<file path="src/rtl/gray2bin_sync_if.sv">
// Gray-count receive bus: source drives Gray/Clr, decoder returns the
// decoded count and per-transition event flags.
interface gray2bin_sync_if #(
   parameter int DATA_WID = 4
);
   logic [DATA_WID-1:0] Gray;
   logic                Clr;
   logic [DATA_WID-1:0] Bin;
   logic                Valid;
   logic                Step;
   logic                Up;
   logic [DATA_WID-1:0] Delta;
   logic                Err;
   logic                ErrSticky;

   modport master (
      output Gray, Clr,
      input  Bin, Valid, Step, Up, Delta, Err, ErrSticky
   );

   modport slave (
      input  Gray, Clr,
      output Bin, Valid, Step, Up, Delta, Err, ErrSticky
   );
endinterface

</file>
<file path="src/rtl/gray2bin_sync.sv">
// Synchronizes an async Gray count, decodes to binary and flags step/jump events.
// Latency SYNC_STAGES+1 edges from Gray to Bin; no backpressure, one sample per cycle.
module gray2bin_sync #(
   parameter int DATA_WID    = 4,
   parameter int SYNC_STAGES = 2
) (
   input  logic           Clk,
   input  logic           Rst,
   gray2bin_sync_if.slave bus
);

   typedef logic [DATA_WID-1:0] word_t;
   localparam int CNT_WID = $clog2(SYNC_STAGES + 1);

   if (SYNC_STAGES < 2 || SYNC_STAGES > 4) begin : g_bad_stages
      $error("gray2bin_sync: SYNC_STAGES must be in 2..4");
   end

   function automatic word_t g2b(input word_t g);
      word_t b;
      b[DATA_WID-1] = g[DATA_WID-1];
      for (int i = DATA_WID - 2; i >= 0; i--) begin
         b[i] = b[i+1] ^ g[i];
      end
      return b;
   endfunction

   logic [SYNC_STAGES-1:0][DATA_WID-1:0] sync_q, sync_d;
   word_t                                g_prev_q, g_prev_d;
   word_t                                bin_q, bin_d;
   word_t                                delta_q, delta_d;
   logic [CNT_WID-1:0]                   prime_cnt_q, prime_cnt_d;
   logic                                 valid_q, valid_d;
   logic                                 step_q, step_d;
   logic                                 up_q, up_d;
   logic                                 err_q, err_d;
   logic                                 sticky_q, sticky_d;

   word_t g_cur;
   word_t diff;
   word_t delta_calc;

   assign g_cur = sync_q[SYNC_STAGES-1];

   always_comb begin
      sync_d      = sync_q;
      sync_d[0]   = bus.Gray;
      for (int k = 1; k < SYNC_STAGES; k++) begin
         sync_d[k] = sync_q[k-1];
      end

      g_prev_d    = g_cur;
      bin_d       = g2b(g_cur);

      // Valid rises once the chain has been refilled with real samples.
      prime_cnt_d = prime_cnt_q;
      if (prime_cnt_q != CNT_WID'(SYNC_STAGES)) begin
         prime_cnt_d = prime_cnt_q + CNT_WID'(1);
      end
      valid_d     = valid_q | (prime_cnt_q == CNT_WID'(SYNC_STAGES));

      diff        = g_cur ^ g_prev_q;
      delta_calc  = g2b(g_cur) - g2b(g_prev_q);

      // Events gated by Valid so the reset-to-first-sample jump is ignored.
      step_d      = valid_q & ($countones(diff) == 1);
      err_d       = valid_q & ($countones(diff) > 1);

      delta_d     = delta_q;
      if (step_d || err_d) begin
         delta_d = delta_calc;
      end

      up_d        = up_q;
      if (step_d) begin
         up_d = (delta_calc == word_t'(1));
      end

      sticky_d    = sticky_q;
      if (err_d) begin
         sticky_d = 1'b1;
      end else if (bus.Clr) begin
         sticky_d = 1'b0;
      end
   end

   always_ff @(posedge Clk) begin
      if (Rst) begin
         sync_q      <= '0;
         g_prev_q    <= '0;
         bin_q       <= '0;
         delta_q     <= '0;
         prime_cnt_q <= '0;
         valid_q     <= 1'b0;
         step_q      <= 1'b0;
         up_q        <= 1'b0;
         err_q       <= 1'b0;
         sticky_q    <= 1'b0;
      end else begin
         sync_q      <= sync_d;
         g_prev_q    <= g_prev_d;
         bin_q       <= bin_d;
         delta_q     <= delta_d;
         prime_cnt_q <= prime_cnt_d;
         valid_q     <= valid_d;
         step_q      <= step_d;
         up_q        <= up_d;
         err_q       <= err_d;
         sticky_q    <= sticky_d;
      end
   end

   assign bus.Bin       = bin_q;
   assign bus.Valid     = valid_q;
   assign bus.Step      = step_q;
   assign bus.Up        = up_q;
   assign bus.Delta     = delta_q;
   assign bus.Err       = err_q;
   assign bus.ErrSticky = sticky_q;

endmodule
</file>
<file path="src/flat_wrapper.sv">
// flat-port wrapper written by rule: the top's interface ports become plain ports
module gray2bin_sync_flat 
#(
   parameter int DATA_WID    = 4,
   parameter int SYNC_STAGES = 2
)
  (Clk, Rst, bus_Gray, bus_Clr, bus_Bin, bus_Valid, bus_Step, bus_Up, bus_Delta, bus_Err, bus_ErrSticky);
  gray2bin_sync_if #(.DATA_WID(DATA_WID)) bus_i ();
  input  logic Clk;
  input  logic Rst;
  input wire logic [$bits(bus_i.Gray)-1:0] bus_Gray;
  input wire logic [$bits(bus_i.Clr)-1:0] bus_Clr;
  output wire logic [$bits(bus_i.Bin)-1:0] bus_Bin;
  output wire logic [$bits(bus_i.Valid)-1:0] bus_Valid;
  output wire logic [$bits(bus_i.Step)-1:0] bus_Step;
  output wire logic [$bits(bus_i.Up)-1:0] bus_Up;
  output wire logic [$bits(bus_i.Delta)-1:0] bus_Delta;
  output wire logic [$bits(bus_i.Err)-1:0] bus_Err;
  output wire logic [$bits(bus_i.ErrSticky)-1:0] bus_ErrSticky;
  assign bus_i.Gray = bus_Gray;
  assign bus_i.Clr = bus_Clr;
  assign bus_Bin = bus_i.Bin;
  assign bus_Valid = bus_i.Valid;
  assign bus_Step = bus_i.Step;
  assign bus_Up = bus_i.Up;
  assign bus_Delta = bus_i.Delta;
  assign bus_Err = bus_i.Err;
  assign bus_ErrSticky = bus_i.ErrSticky;
  gray2bin_sync #(.DATA_WID(DATA_WID), .SYNC_STAGES(SYNC_STAGES)) u_core (.Clk(Clk), .Rst(Rst), .bus(bus_i));
endmodule
</file>
<file path="config.mk">
export PLATFORM = sky130hd
export DESIGN_NAME = gray2bin_sync_flat
export DESIGN_NICKNAME = d
export VERILOG_FILES = /design/src/rtl/gray2bin_sync_if.sv /design/src/rtl/gray2bin_sync.sv /design/src/flat_wrapper.sv
export SDC_FILE = /design/constraint.sdc
export NUM_CORES = 1
export LEC_CHECK = 0
export CORE_MARGIN = 10
export CORE_UTILIZATION = 50
export CTS_CLUSTER_DIAMETER = 50
export DETAILED_ROUTE_END_ITERATION = 7
export GPL_TIMING_DRIVEN = 0
export PLACE_DENSITY = 0.73
export SLEW_MARGIN = 25
export SYNTH_ARGS = -nofsm -noshare
export SYNTH_HDL_FRONTEND = slang
export SYNTH_SLANG_ARGS = --single-unit
</file>
<file path="constraint.sdc">
create_clock -name Clk -period 2.85 [get_ports Clk]
set_input_delay 0.57 -clock Clk [delete_from_list [all_inputs] [get_ports Clk]]
set_output_delay 0.57 -clock Clk [all_outputs]
set_load 0.01 [all_outputs]
</file>
==> impl_summary.log <==
[metrics] sequence of cells on the critical path: buf_2, xor2_1, ha_1, ha_1, inv_1, fa_1, nand2_1, o21ai_1, a2111oi_0, nor3_1
[metrics] post-synthesis sequential area ratio: 0.427
[metrics] CP dominant cell by count: ha_1
[metrics] status: finished clean
[metrics] share of the clock period used by the worst path after layout: 0.907
[metrics] Largest stage delay, worst path: 470 ps
[metrics] critical path required time: approximately 3000 ps
[metrics] worst-case clock skew: 6.48 ps
[metrics] crit path kind: flop to flop
[metrics] synth unique cells: 35
[metrics] io pins: 20
[metrics] worst voltage drop across the vdd grid: 495 uV
[metrics] first-iteration detailed-routing DRC count: 54
[metrics] power density normalized to cell area: 540 nW/um2
[metrics] setup repair after global routing missed its margin: no
[metrics] Clock transition at path regs: 130 ps
[metrics] sinks on the clock net: 26
[metrics] Remaining DRCs: 0
[metrics] final count of hold timing violations: 0
[metrics] clock root buffer: clkbuf_4
[metrics] number of antenna violations at the first check in global routing: 0
[metrics] clock insertion delay at the later pin of the skew report: 300 ps
[metrics] Static Leak: 0.633 nW
[metrics] Final GP Congestion: 0.741
[metrics] CP endpoint kind: flop
[metrics] starting utilization of the core area: 0.536
[metrics] area of the core: 2280 um2
[metrics] setup total negative slack: 0 ps
[metrics] critical path launch point type: flop
[metrics] HPWL reported at the end of detailed placement: ~1700 um
[metrics] register bit total from synthesis: 26
[metrics] instance count after placement with tap cells included: ~170
[metrics] path type of the worst min-delay path: flop to flop
[metrics] vias in the first global route: 921
[metrics] combined buffer and inverter count along the critical path: 2
[metrics] average wire per cell in the routed design: 12.5 um
[metrics] total standard cell area after synthesis: 1220 um2
[metrics] dominant combinational cell family by area after synthesis: simple AND/OR/NAND/NOR gates
[metrics] first-pass GRT wire length: 3930 um
[metrics] register area: between 500 and 600 um2
[metrics] antenna-violating nets left: 0
[metrics] Port-buffer cells: 19
[metrics] global route overflow: 0
[metrics] cts bufs inserted: 3
[metrics] mux cell area share after synthesis: 0.00821
[metrics] number of fillers in the final layout: 204
[metrics] worst relative slew slack: 0.662
[metrics] Die Span X: roughly 69 um
[metrics] Hold Buf Count CTS: 0
[metrics] CTS tree: yes
[metrics] Final Critical Period: about 2600 ps
[metrics] share of the synthesized area in compound gates (AO/OA/AOI/OAI): 0.102
[metrics] most frequent cells in the layout: 26 x dfxtp_1, 19 x clkdlybuf4s50_1, 16 x nor2b_1
[metrics] setup-violating endpoint count in the final report: 0
[metrics] max_cap viols: 0
[metrics] Yosys top cell area share: 0.427
[metrics] most common cell after layout, fill and taps aside: dfxtp_1
[metrics] cell type with the largest total area after synthesis: dfxtp_1
[metrics] core occupancy in the finished layout: 0.645
[metrics] DRT Wirelength: 2180 um
[metrics] drt first pass iters: 4
[metrics] number of buffers on the longest clock path: 2
[metrics] maximum number of pins on one net before global-route repair: 14
[metrics] cell row count: 17
[metrics] Area growth syn-to-layout: 20.3%
[metrics] detailed-route vias per instance: a little over 5
[metrics] vias after detailed routing: ~900
[metrics] number of cells produced by synthesis: 125
[metrics] data arrival time of the critical path: 2780 ps
[metrics] fraction of the mapped netlist area in simple logic gates: 0.182
[metrics] cell family with most CP delay: adder cells
[metrics] area of the die: 4820 um2
[metrics] synthesized area per cell: 9.76 um2
[metrics] height of the die: 69.4 um
[metrics] parity-gate share of the synthesized area counting xor and xnor cells: 0.139
[metrics] n_diodes: 0
[metrics] Synth area leaders: dfxtp_1 43%, nor2b_1 8.2%, ha_1 7.2%, xor2_1 6.5%, nor2_1 4.6%
[metrics] slew at the pin closest to its max-slew limit: 504 ps
[metrics] multi-input combinational cell area: about 630 um2
[metrics] overall fraction of global-route tracks in use: 0.0938
[metrics] final count of pins violating max slew: 0
[metrics] total setup buffers inserted after CTS: 0
[metrics] fraction of final layout cells sized beyond drive strength 1: 0.0680
[metrics] number of levels the H-tree was split into: 1
[metrics] YS warnings: 0
[metrics] Post-Synthesis Net Count: 140
[metrics] Layout Cells excl Fill: around 180
[metrics] arithmetic-cell share of the synthesized area counting full adders, half adders and majority gates: 0.0882
[metrics] largest fanout of any net on the critical path: 7
[metrics] cell with the largest stage delay on the worst path: a2111oi_0
[metrics] total number of nets in the final design: 164
[metrics] highest achievable clock rate: 387 MHz
[metrics] number of gates resized after cts: 0
## metrics by stage
| stage | setup WS, ps | hold slack, ps | power (mW) | instance area [um2] |
|---|---|---|---|---|
| 2_1_floorplan | 520 | 414 | 0.582 | 1220 |
| 3_3_place_gp | 291 | 417 | 0.647 | 1450 |
| 3_5_place_dp | 286 | 424 | 0.657 | 1450 |
| 4_1_cts | 254 | 455 | 0.804 | 1470 |
| 5_1_grt | 7.75 | 467 | 0.853 | 1470 |
| 6_report | 264 | 448 | 0.792 | 1470 |
## per-layer routing
layer  global-route usage  part of all wire
met1                0.100              0.45
met2                0.167              0.49
met3               0.0342             0.052
met4               0.0266            0.0046
met5                    0                 0
## layout make-up
class	count	area share
multi-input cells	86	0.431
flip-flops and latches	26	0.355
well taps	28	0.0239
inverters	6	0.0153
clock buffers	3	0.0153
plain buffers	7	0.0298
repair buffers	19	0.130
## sequential cells by signal (all words and copies together), names as in the netlist
register / flops
u_core.bus.Bin: 4
u_core.bus.Step: 1
u_core.g_prev_q: 3
u_core.bus.Up: 1
u_core.g_cur: 4
u_core.sync_d: 4
u_core.bus.Err: 1
u_core.bus.ErrSticky: 1
u_core.bus.Delta: 4
u_core.prime_cnt_q: 2
u_core.bus.Valid: 1
## cells in the mapped netlist (all sizes together)
master and instances:
o21a 1, nand2b 2, a21oi 7, o22ai 1, fa 1, a21o 1
xor2 9, and3b 2, mux2i 1, a2111oi 1, buf 4, nand4 1
nor3 2, dfxtp 26, inv 6, ha 7, a311oi 1, clkbuf 3
o211ai 1, xor3 1, a41o 1, a211oi 1, o21ai 3, a31oi 1
xnor2 5, nor3b 1, xnor3 1, nor2 15, nor2b 16, nand2 3
## worst paths after layout
kind / start / endpoint / slack (ps) / cells after the start
setup / recovery: u_core.g_prev_q[2] / u_core.bus.Delta[3] / 260 / 10
hold / removal: u_core.sync_d[7] / u_core.g_cur[3] / 450 / 1
setup reg to reg: u_core.g_prev_q[2] / u_core.bus.Delta[3] / 260 / 10
hold reg to reg: u_core.sync_d[7] / u_core.g_cur[3] / 450 / 1
## power by group
group	internal, mW	total [mW]	leakage [nW]	switching (mW)
clock	0.0493	0.145	0.0138	0.0953
sequential	0.401	0.422	0.213	0.0218
combinational	0.112	0.225	0.406	0.113
total	0.562	0.792	0.633	0.230
## kinds of logic (layout without fill, tap and decap cells)
logic type,after synthesis,in the layout
xor gates and xnor gates,16,16
adders and majority gates,8,8
and+or+nand+nor,42,42
buffers and inverters,13,35
AOI/OAI and AO/OA,19,19
muxes,1,1
DFF,26,26
(Power assumes the default switching activity.)
